`src/rtl/fifo_pkg.sv`:
```
// Shared types and helpers for the async FIFO write-side front-end.
package fifo_pkg;

  localparam int DEF_DATASIZE = 8;
  localparam int DEF_ADDRSIZE = 6;

  typedef enum logic [1:0] {
    EMPTY = 2'd0,
    ONE   = 2'd1,
    TWO   = 2'd2
  } skid_state_e;

  // Callers zero-extend g; only the low `width` bits of the result are meaningful.
  function automatic logic [31:0] gray2bin(input logic [31:0] g, input int width);
    logic [31:0] b;
    b = '0;
    for (int i = 0; i < 32; i++) begin
      if (i < width) b[i] = ^(g >> i);
    end
    return b;
  endfunction

endpackage

```
`src/rtl/fifo_wr_skid.sv`:
```
// Two-entry skid buffer feeding the FIFO write port; built only when
// FIFO_WR_SKID_EN is defined.
//
// state | meaning
// EMPTY | no word buffered, winc low
// ONE   | head valid, upstream still ready
// TWO   | head and tail valid, upstream stalled
`ifdef FIFO_WR_SKID_EN
module fifo_wr_skid
  import fifo_pkg::*;
#(
  parameter int DATASIZE = DEF_DATASIZE
) (
  input  logic                wclk,
  input  logic                rrst_n,
  input  logic                s_valid,
  input  logic [DATASIZE-1:0] s_data,
  output logic                s_ready,
  input  logic                wfull,
  output logic                winc,
  output logic [DATASIZE-1:0] wdata
);

  skid_state_e         state;
  logic [DATASIZE-1:0] head;
  logic [DATASIZE-1:0] tail;
  logic                push;
  logic                pop;

  assign push  = s_valid & s_ready;
  assign winc  = (state != EMPTY) & ~wfull;
  assign pop   = winc;
  assign wdata = head;

  // s_ready is kept as a flop mirroring (next state != TWO) so it never
  // depends combinationally on s_valid or wfull.
  always_ff @(posedge wclk or negedge rrst_n) begin
    if (!rrst_n) begin
      state   <= EMPTY;
      head    <= '0;
      tail    <= '0;
      s_ready <= 1'b1;
    end else begin
      case (state)
        EMPTY: begin
          if (push) begin
            head  <= s_data;
            state <= ONE;
          end
          s_ready <= 1'b1;
        end
        ONE: begin
          case ({push, pop})
            2'b10: begin
              tail    <= s_data;
              state   <= TWO;
              s_ready <= 1'b0;
            end
            2'b01: begin
              state   <= EMPTY;
              s_ready <= 1'b1;
            end
            2'b11: begin
              head    <= s_data;
              s_ready <= 1'b1;
            end
            default: s_ready <= 1'b1;
          endcase
        end
        TWO: begin
          if (pop) begin
            head    <= tail;
            state   <= ONE;
            s_ready <= 1'b1;
          end else begin
            s_ready <= 1'b0;
          end
        end
        default: begin
          state   <= EMPTY;
          s_ready <= 1'b1;
        end
      endcase
    end
  end

endmodule
`endif

```
`src/rtl/fifo_wr_stream.sv`:
```
// Write-domain stream front-end for the async FIFO: skid buffer (FIFO_WR_SKID_EN)
// or zero-latency pass-through, plus write-side fill level and almost-full.
module fifo_wr_stream
  import fifo_pkg::*;
#(
  parameter int DATASIZE     = DEF_DATASIZE,
  parameter int ADDRSIZE     = DEF_ADDRSIZE,
  parameter int AFULL_THRESH = 56
) (
  input  logic                wclk,
  input  logic                rrst_n,
  input  logic                s_valid,
  output logic                s_ready,
  input  logic [DATASIZE-1:0] s_data,
  output logic                winc,
  output logic [DATASIZE-1:0] wdata,
  input  logic                wfull,
  input  logic [ADDRSIZE:0]   wq2_rptr,
  output logic [ADDRSIZE:0]   wlevel,
  output logic                walmost_full
);

  localparam logic [ADDRSIZE:0] THRESH = (ADDRSIZE+1)'(AFULL_THRESH);

  logic [ADDRSIZE:0] wcnt;
  logic [ADDRSIZE:0] wcnt_next;
  logic [ADDRSIZE:0] rbin;
  logic [ADDRSIZE:0] level_next;

`ifdef FIFO_WR_SKID_EN
  fifo_wr_skid #(
    .DATASIZE(DATASIZE)
  ) u_skid (
    .wclk   (wclk),
    .rrst_n (rrst_n),
    .s_valid(s_valid),
    .s_data (s_data),
    .s_ready(s_ready),
    .wfull  (wfull),
    .winc   (winc),
    .wdata  (wdata)
  );
`else
  // No storage here, so reset must gate the write strobe and data directly.
  assign s_ready = ~wfull;
  assign winc    = s_valid & ~wfull & rrst_n;
  assign wdata   = rrst_n ? s_data : '0;
`endif

  assign wcnt_next  = wcnt + {{ADDRSIZE{1'b0}}, winc};
  assign rbin       = (ADDRSIZE+1)'(gray2bin(32'(wq2_rptr), ADDRSIZE + 1));
  assign level_next = wcnt_next - rbin;

  always_ff @(posedge wclk or negedge rrst_n) begin
    if (!rrst_n) begin
      wcnt         <= '0;
      wlevel       <= '0;
      walmost_full <= 1'b0;
    end else begin
      wcnt         <= wcnt_next;
      wlevel       <= level_next;
      walmost_full <= (level_next >= THRESH);
    end
  end

endmodule

```
`config.mk`:
```
export PLATFORM = sky130hd
export DESIGN_NAME = fifo_wr_stream
export DESIGN_NICKNAME = d
export VERILOG_FILES = /design/src/rtl/fifo_pkg.sv /design/src/rtl/fifo_wr_skid.sv /design/src/rtl/fifo_wr_stream.sv
export SDC_FILE = /design/constraint.sdc
export NUM_CORES = 1
export LEC_CHECK = 0
export BUFFER_PORTS_ARGS = -buffer_cell sky130_fd_sc_hd__buf_2
export CAP_MARGIN = 20
export CORE_ASPECT_RATIO = 1.1
export CORE_UTILIZATION = 44
export CTS_CLUSTER_SIZE = 12
export DETAILED_ROUTE_END_ITERATION = 12
export GPL_ROUTABILITY_DRIVEN = 0
export PLACE_DENSITY = 0.74
export SYNTH_ARGS = -nofsm -noshare
export SYNTH_HDL_FRONTEND = slang
export SYNTH_SLANG_ARGS = --single-unit
```
`constraint.sdc`:
```
create_clock -name wclk -period 2.45 [get_ports wclk]
set_input_delay 0.49 -clock wclk [delete_from_list [all_inputs] [get_ports wclk]]
set_output_delay 0.49 -clock wclk [all_outputs]
set_load 0.005 [all_outputs]
```
# Word-level counts from Yosys, hierarchy flattened
# Cells that the tools add are included.
[classes]
add_sub_neg = 2
order_cmp = 1
n_mux = 1
n_bitwise = 3
n_reduce_logical = 7
[op_table]
columns = ["op", "count"]
rows = [
  ["32-bit parity", 7],
  ["8-bit 2-to-1 mux", 1],
  ["7-bit by 1-bit adder with 7-bit output", 1],
  ["7-bit by 6-bit >= comparator with 1-bit output (second input constant)", 1],
  ["7-bit subtractor", 1],
  ["1-bit AND", 2],
  ["1-bit NOT", 1],
]
[totals]
ff_bits = 15
input_bits = 19
output_inout_bits = 18
wordCells = 17

# Logic depth before layout (Yosys ltp)
# Gate-level depths: netlist of the first run.
[logic_depth]
ltp_word = 6
ltp_mapped = 13
mapped_depth_nobuf = 13

# Worst setup path after synthesis of the first run
# Ideal clock, no wire load.
[synth_path]
path_type = "in2reg"
start = "in wq2_rptr[4]"
end = "reg walmost_full"
setup_ns = 0.120
arrival_ns = 3.096
required_ns = 2.330
setup_slack_ns = -0.766
path_stages = 13
path_buffers = 0
cell_sequence = "xnor3_2 -> xor2_2 -> xor2_2 -> xor2_2 -> xnor2_1 -> ha_1 -> inv_1 -> fa_1 -> a211oi_1 -> o21bai_1 -> a21oi_1 -> xnor2_1 -> a31o_2"
[synth_via]
elab_chain_cells = 3
word_cells_on_any_way = 7
classes_between = "add/sub: 1; order compare: 1; reduce/logical: 5"
[synth_rtl]
columns = ["item", "line", "text"]
rows = [
  ["start, declared", "fifo_wr_stream.sv:18", "input logic [ADDRSIZE:0] wq2_rptr,"],
  ["32-bit parity", "fifo_pkg.sv:18", "if (i < width) b[i] = ^(g >> i);"],
  ["7-bit subtractor (*)", "fifo_wr_stream.sv:52", "assign level_next = wcnt_next - rbin;"],
  ["via level_next[6]", "fifo_wr_stream.sv:28", "logic [ADDRSIZE:0] level_next;"],
  ["7-bit by 6-bit >= comparator with 1-bit output (*)", "fifo_wr_stream.sv:62", "walmost_full <= (level_next >= THRESH);"],
  ["end signal, assigned", "fifo_wr_stream.sv:62", ""],
  ["end, declared", "fifo_wr_stream.sv:20", "output logic walmost_full"],
]
# Mark *: on every way through the listed nets, which the timed path passes. The rest lies on a longest branch.

# Worst setup path in the final report of the first run
# Same ends and word-level chain as after synthesis.

==> metrics.md, run 1 <==
| Metric | Value |
|---|---|
| Async SR Flop Fraction | `100%` |
| Setup WS post-layout | `-452 ps` |
| Synthesized Nets | `105` |
| Reg clk slew, reported paths | `100 ps` |
| DRT iter0 DRCs | `4` |
| Synth Cell Area | `892 µm²` |
| Synthesized area per cell | `11.6 µm²` |
| Largest net degree at the start of global routing | `24` |
| Min Clock Period, post-route | `2900 ps` |
| Final std cells w/o fill | `164` |
| FMAX | `0.345 GHz` |
| Synth Register Bits | `15` |
| Port Buffers | `36` |
| Slew headroom | `81.5%` |
| Post-synth EDFFs | `0` |
| Mux cell area share after synthesis | `0%` |
| Total power density per cell area | `1050 nW/µm²` |
| CTS tree | `done` |
| Initial antenna violation count | `0` |
| WP data required | `2640 ps` |
| HP Class | `primary input to async pin` |
| Final hold vios | `0` |
| Failing checks | `setup timing` |
| Cell count after placement | `153` |
| # clock sinks | `15` |
| Post-Synth Simple-Gate Area | `12.3%` |
| Max-cap violation count | `0` |
| RSZ-0062 raised after global routing | `true` |
| Final core occ | `72.4%` |
| CTS root buffer | `clkbuf_4` |
| Rows | `16` |
| Synth unique cells | `26` |
| Vias per std cell | `4.60` |
| Chip Width | `44.9 µm` |
| Max-slew violation count | `0` |
| Sequential area share after synthesis | `42.1%` |
| Post-synthesis adder-cell area fraction | `13.5%` |
| Total grt overflow | `0` |
| WS Path Type | `primary input to register` |
| Setup crit start kind | `primary input` |
| Number of remaining DRC errors | `0` |
| Post-Route WL | `1880 µm` |
| Clock Skew | `9.32 ps` |
| Die Height | `49.2 µm` |
| LEAKAGE | `0.000706 µW` |
| Slew @ Worst Pin | `275 ps` |
| CTS Buf Count | `3` |
| Main combinational cell family by area after synthesis | `XOR/XNOR gates` |
| Most used DFF post-synth | `dfrtp_1` |
| Final ANT Viol Nets | `0` |
| Nets | `166` |
| Routed length per placed instance | `11.5 µm` |
| N_diodes | `0` |
| Syn Inst Count | `77` |
| CTS Buffer Depth | `2` |
| Maximum VDD drop | `0.000835 V` |
| Die Footprint | `2210 µm²` |
| Top cells by area, synth | `dfrtp_1 42%, ha_1 11%, xnor2_1 5.9%, and2_1 5.6%, xor2_2 5.5%` |
| Post-synthesis compound-gate area fraction | `9.54%` |
| Vias in the first global route | `707` |
| Endpoint class of the critical path | `register` |
| IO Count | `37` |
| Initial core utilization | `48.4%` |
| Layout cells sized above 1 | `53.3%` |
| Xor/xnor share of the synthesized area | `20.5%` |
| Pre-Repair DR Iteration Count | `4` |
| P&R area growth vs syn | `49.5%` |
| Yosys top cell area share | `42.1%` |
| # setup viols final | `6` |
| DR vias | `755` |
| Synth area leader | `dfrtp_1` |
| Fillers | `142` |
| Status | `finished with violations` |
| YS warnings | `0` |
| DPL Wire Length | `1450 µm` |
| Critical-path maximum fanout | `3` |
| Global Route Usage Sum | `19.3%` |
| Final period utilization | `118%` |
| Insertion delay to the later sink of the worst-skew pair | `290 ps` |
| CTS Hold Bufs | `0` |
| CORE AREA | `1840 µm²` |
| Crit path arrival time | `3090 ps` |
| # H-tree levels | `1` |
| First-pass GRT wire length | `3060 µm` |
-- routing by layer --
metal | vias up | global-route usage [%] | share of wire (%)
met1 | 345 | 24.0 | 45
met5 | - | 0 | 0
met3 | 4 | 3.33 | 2.3
met2 | 20 | 30.7 | 51
met4 | 0 | 10.6 | 1.6
li1 | 386 | - | -
-- cells in the final DEF (no fill, tap or decap), types with 3 or more instances in the layout --
| cell type | netlist | routed |
|---|---|---|
| and2_1 | 8 | 8 |
| buf_2 | 0 | 34 |
| buf_4 | 0 | 20 |
| clkbuf_4 | 0 | 3 |
| dfrtp_1 | 15 | 15 |
| ha_1 | 8 | 7 |
| inv_1 | 5 | 4 |
| nand3_1 | 4 | 3 |
| nor2_1 | 3 | 3 |
| xnor2_1 | 6 | 6 |
| xor2_1 | 4 | 4 |
-- through the flow --
stage / worst slack, ps / hold WS (ps) / total power [µW] / TNS [ps] / cell area [µm²]
after floorplan: -732 / 194 / 841 / -2460 / 906
final: -452 / 152 / 1410 / -1390 / 1330
after detailed placement: -923 / 473 / 1170 / -4100 / 1220
after global routing: -565 / 169 / 1530 / -1960 / 1330
after global placement: -858 / 468 / 1140 / -3750 / 1220
after CTS: -448 / 154 / 1370 / -1230 / 1300
-- sequential cells by signal (all words and copies together), names as in the netlist --
name,flops
walmost_full,1
wcnt,7
wlevel,7
-- power breakdown --
part	internal [µW]	switching (µW)	total [µW]	leakage, µW
clock	60.6	80.9	142	0.0000177
combinational	486	382	868	0.000505
sequential	357	40.0	397	0.000182
-- path summary, 6_finish.rpt --
| kind | slack (ps) | from | endpoint | cells past startpoint |
|---|---|---|---|---|
| worst max-delay path | -450 | wq2_rptr[4] | walmost_full | 14 |
| worst min-delay path | 150 | rrst_n | wcnt[5] | 2 |
| worst max register to register | 120 | wcnt[0] | walmost_full | 9 |
| worst min register to register | 500 | wcnt[5] | wcnt[5] | 1 |
| max in group asynchronous | 2100 | rrst_n | wcnt[2] | 2 |
| min in group wclk | 500 | wcnt[5] | wcnt[5] | 1 |
-- critical path, cell delays in order --
cell and delay (ps):
buf_6 90, xnor3_2 440, xor2_4 190, xor2_2 210
xor2_2 190, xnor2_1 140, ha_2 210, inv_2 40
fa_2 350, a211oi_2 180, o21bai_1 80, a21oi_1 170
xnor2_1 90, a31o_2 210
-- cell usage after synthesis, drive strengths merged, types with 2 or more instances --
cell	count
ha	8
nand3	4
a21oi	4
inv	5
xor2	7
nor2	3
xnor3	2
o21ai	2
xnor2	6
and2	8
dfrtp	15
-- cell type report --
| class | instances | area (µm²) | area share [%] |
|---|---|---|---|
| Inverter | 5 | 18.8 | 1.41 |
| Sequential cell | 15 | 375 | 28.1 |
| Timing Repair Buffer | 56 | 343 | 25.7 |
| Clock buffer | 3 | 22.5 | 1.69 |
| Multi-Input combinational cell | 57 | 536 | 40.2 |
| Tap cell | 27 | 33.8 | 2.53 |
| Clock inverter | 1 | 5.00 | 0.375 |
-- cell families (layout without fill, tap and decap cells) --
kind of cell | after synthesis | after routing
and+or+nand+nor | 20 | 20
xor gates and xnor gates | 15 | 15
DFF | 15 | 15
AOI/OAI and AO/OA | 13 | 13
adders and majority gates | 9 | 9
buffers and inverters | 5 | 65
-- repair_timing --
action | 4_1_cts | 5_1_grt
gates resized for setup | 4 | 2
endpoints found under the setup margin | 6 | 6
buffers inserted | 5 | 2
pin swaps | 9 | 2
(Power assumes the default switching activity.)
==> run 2: changes to the inputs <==
--- a/config.mk
+++ b/config.mk
@@ -7,12 +7,14 @@
 export LEC_CHECK = 0
 export BUFFER_PORTS_ARGS = -buffer_cell sky130_fd_sc_hd__buf_2
 export CAP_MARGIN = 20
+export CELL_PAD_IN_SITES_DETAIL_PLACEMENT = 1
+export CELL_PAD_IN_SITES_GLOBAL_PLACEMENT = 1
 export CORE_ASPECT_RATIO = 1.1
-export CORE_UTILIZATION = 44
+export CORE_UTILIZATION = 35
 export CTS_CLUSTER_SIZE = 12
 export DETAILED_ROUTE_END_ITERATION = 12
 export GPL_ROUTABILITY_DRIVEN = 0
-export PLACE_DENSITY = 0.74
+export PLACE_DENSITY_LB_ADDON = 0.1
 export SYNTH_ARGS = -nofsm -noshare
 export SYNTH_HDL_FRONTEND = slang
 export SYNTH_SLANG_ARGS = --single-unit
==> run 2 against run 1 <==
Cell count grew 3.0%; largest cell class unchanged; maximum frequency shrank 5.2%; critical path type unchanged; the run still ends with setup timing left; critical endpoint unchanged; global-route usage grew 0.74 points.
==> metrics.md, run 2 (same netlist as run 1, synthesis figures left out) <==
| Metric | Value |
|---|---|
| Layout cells sized above 1 | `55.4% (+2.1 points)` |
| Vias in the first global route | `808 (+14%)` |
| Insertion delay to the later sink of the worst-skew pair | `290 ps (about the same)` |
| LEAKAGE | `0.000722 µW (+2.3%)` |
| FMAX | `0.327 GHz (-5.2%)` |
| CTS Buf Count | `3 (unchanged)` |
| Max-cap violation count | `0 (unchanged)` |
| Total power density per cell area | `1110 nW/µm² (+5.7%)` |
| CP dominant cell by count | `xor2_2` |
| # H-tree levels | `1 (unchanged)` |
| Crit path cell chain | `buf_6 -> xnor3_2 -> xor2_4 -> xor2_2 -> xor2_2 -> xnor2_1 -> ha_2 -> buf_4 -> nor2b_4 -> o31a_1 -> or4_4 -> nand3_2 -> a31o_2` |
| Clock Skew | `5.42 ps (-3.91 ps)` |
| Initial core utilization | `38.5% (-10 points)` |
| Biggest regs | `wcnt x7, wlevel x7, walmost_full x1` |
| Global Route Usage Sum | `20.0% (+0.74 points)` |
| IO Count | `37 (unchanged)` |
| Max incr delay on CP | `520 ps (+80 ps)` |
| Reg clk slew, reported paths | `90 ps (about the same)` |
| Final ANT Viol Nets | `0 (unchanged)` |
| CTS root buffer | `clkbuf_4` |
| Nets | `168 (+1.2%)` |
| Reg area | `375 µm² (unchanged)` |
| Pre-Repair DR Iteration Count | `2 (-2)` |
| Worst Path Buf+Inv | `2 (unchanged)` |
| Setup WS post-layout | `-610 ps (-159 ps)` |
| Die Height | `55.0 µm (+12%)` |
| Maximum VDD drop | `0.000625 V (-25%)` |
| Slew headroom | `76.5% (-5.0 points)` |
| N_diodes | `0 (unchanged)` |
| Failing checks | `setup timing` |
| RSZ-0062 raised after global routing | `true` |
| Setup crit start kind | `primary input` |
| Port Buffers | `36 (unchanged)` |
| Reg2reg setup slack | `-70 ps (-190 ps)` |
| Critical-path maximum fanout | `3 (unchanged)` |
| DRT iter0 DRCs | `1 (-3)` |
| Crit path arrival time | `3300 ps (+210 ps)` |
| Final hold vios | `0 (unchanged)` |
| Most common cell after layout, fill and taps aside | `buf_2` |
| Final core occ | `59.4% (-13 points)` |
| DPL Wire Length | `1820 µm (+25%)` |
| Commonest non-fill, non-tap cells in the layout | `34 x buf_2, 21 x buf_4, 15 x dfrtp_1, 8 x and2_1` |
| CORE AREA | `2320 µm² (+26%)` |
| Endpoint class of the critical path | `register` |
| P&R area growth vs syn | `54.6%` |
| WP data required | `2690 ps (+50 ps)` |
| Slew @ Worst Pin | `350 ps (+74.5 ps)` |
| Status | `finished with violations` |
| # clock sinks | `15 (unchanged)` |
| CTS Hold Bufs | `0 (unchanged)` |
| Total grt overflow | `0 (unchanged)` |
| Final period utilization | `125% (+6.5 points)` |
| Vias per std cell | `4.72 (+2.4%)` |
| Initial antenna violation count | `0 (unchanged)` |
| Family with the most delay on the worst path | `XOR/XNOR gates` |
| Die Footprint | `2750 µm² (+25%)` |
| Routed length per placed instance | `15.9 µm (+38%)` |
| Number of remaining DRC errors | `0 (unchanged)` |
| Fillers | `279 (+96%)` |
| CTS tree | `done` |
| Slowest-stage cell, CP | `or4_4` |
| Area of the multi-input gates | `559 µm² (+4.4%)` |
| First-pass GRT wire length | `3820 µm (+25%)` |
| Max-slew violation count | `0 (unchanged)` |
| HP Class | `primary input to async pin` |
| # setup viols final | `6 (unchanged)` |
| Chip Width | `50.1 µm (+12%)` |
| WS Path Type | `primary input to register` |
| Hold WS | `164 ps (+11.8 ps)` |
| DR vias | `797 (+5.6%)` |
| CTS Buffer Depth | `2 (unchanged)` |
| Min Clock Period, post-route | `3060 ps (+159 ps)` |
| Rows | `18 (+2)` |
| Post-Route WL | `2680 µm (+42%)` |
| Largest net degree at the start of global routing | `24 (unchanged)` |
==> run 2: cell types whose count changed in the layout (fill, tap and decap cells not counted), sizes merged <==
cell,before,now
buf,56,58
clkbuf,3,4
clkinv,1,0
==> run 2: worst paths after layout <==
path                            cells after the start   startpoint      endpoint
worst min-delay path                                2       rrst_n       wcnt[3]
worst max register to register                     10      wcnt[0]  walmost_full
max in group asynchronous                           2       rrst_n       wcnt[1]
worst min register to register                      1      wcnt[6]       wcnt[6]
worst max-delay path                               13  wq2_rptr[4]  walmost_full
min in group wclk                                   1      wcnt[6]       wcnt[6]
==> run 2: area by class of cell <==
type	count	area share, %
repair buffers	58	26.2
flip-flops and latches	15	27.2
well taps	30	2.72
clock buffers	4	1.91
inverters	5	1.36
multi-input cells	57	40.6
==> run 2: per-stage QoR <==
step	power (µW)	setup WS, ps	setup TNS, ps	cell area (µm²)	std cells
CTS	1410	-588	-1950	1310	165
finish	1540	-610	-2140	1380	169
detailed placement	1180	-1020	-4450	1230	157
global route	1670	-676	-2580	1380	169
global placement	1140	-871	-3740	1230	157
floorplan	841	-732	-2460	906	77
==> run 2: layer usage <==
metal | wire length [µm] | GRT usage [%] | vias up
li1 | - | - | 385
met1 | 1110 | 23.6 | 389
met2 | 1440 | 35.3 | 19
met3 | 87 | 3.01 | 4
met4 | 44 | 11.4 | 0
met5 | 0 | 0 | -
==> run 2: worst reg2reg max path, delay by kind of cell (launching register included) <==
| kind | cells | cell delay (ps) |
|---|---|---|
| fa+ha+maj | 2 | 510 |
| xor+xnor | 1 | 340 |
| simple gates | 3 | 740 |
| compound gates | 3 | 410 |
| flops | 1 | 360 |
| buf+inv | 1 | 110 |
==> run 2: report_power, final <==
group          internal (µW)  total (µW)  switching [µW]
Clock                   63.3         147            84.0
Sequential               357         403            45.5
Combinational            543         986             443
Total                    964        1540             572
==> run 2: timing repair <==
item                                    in CTS  in global routing
resized for setup                            5                  6
pin swaps                                    9                  5
endpoints found under the setup margin       7                  6
buffers inserted                             4                  5
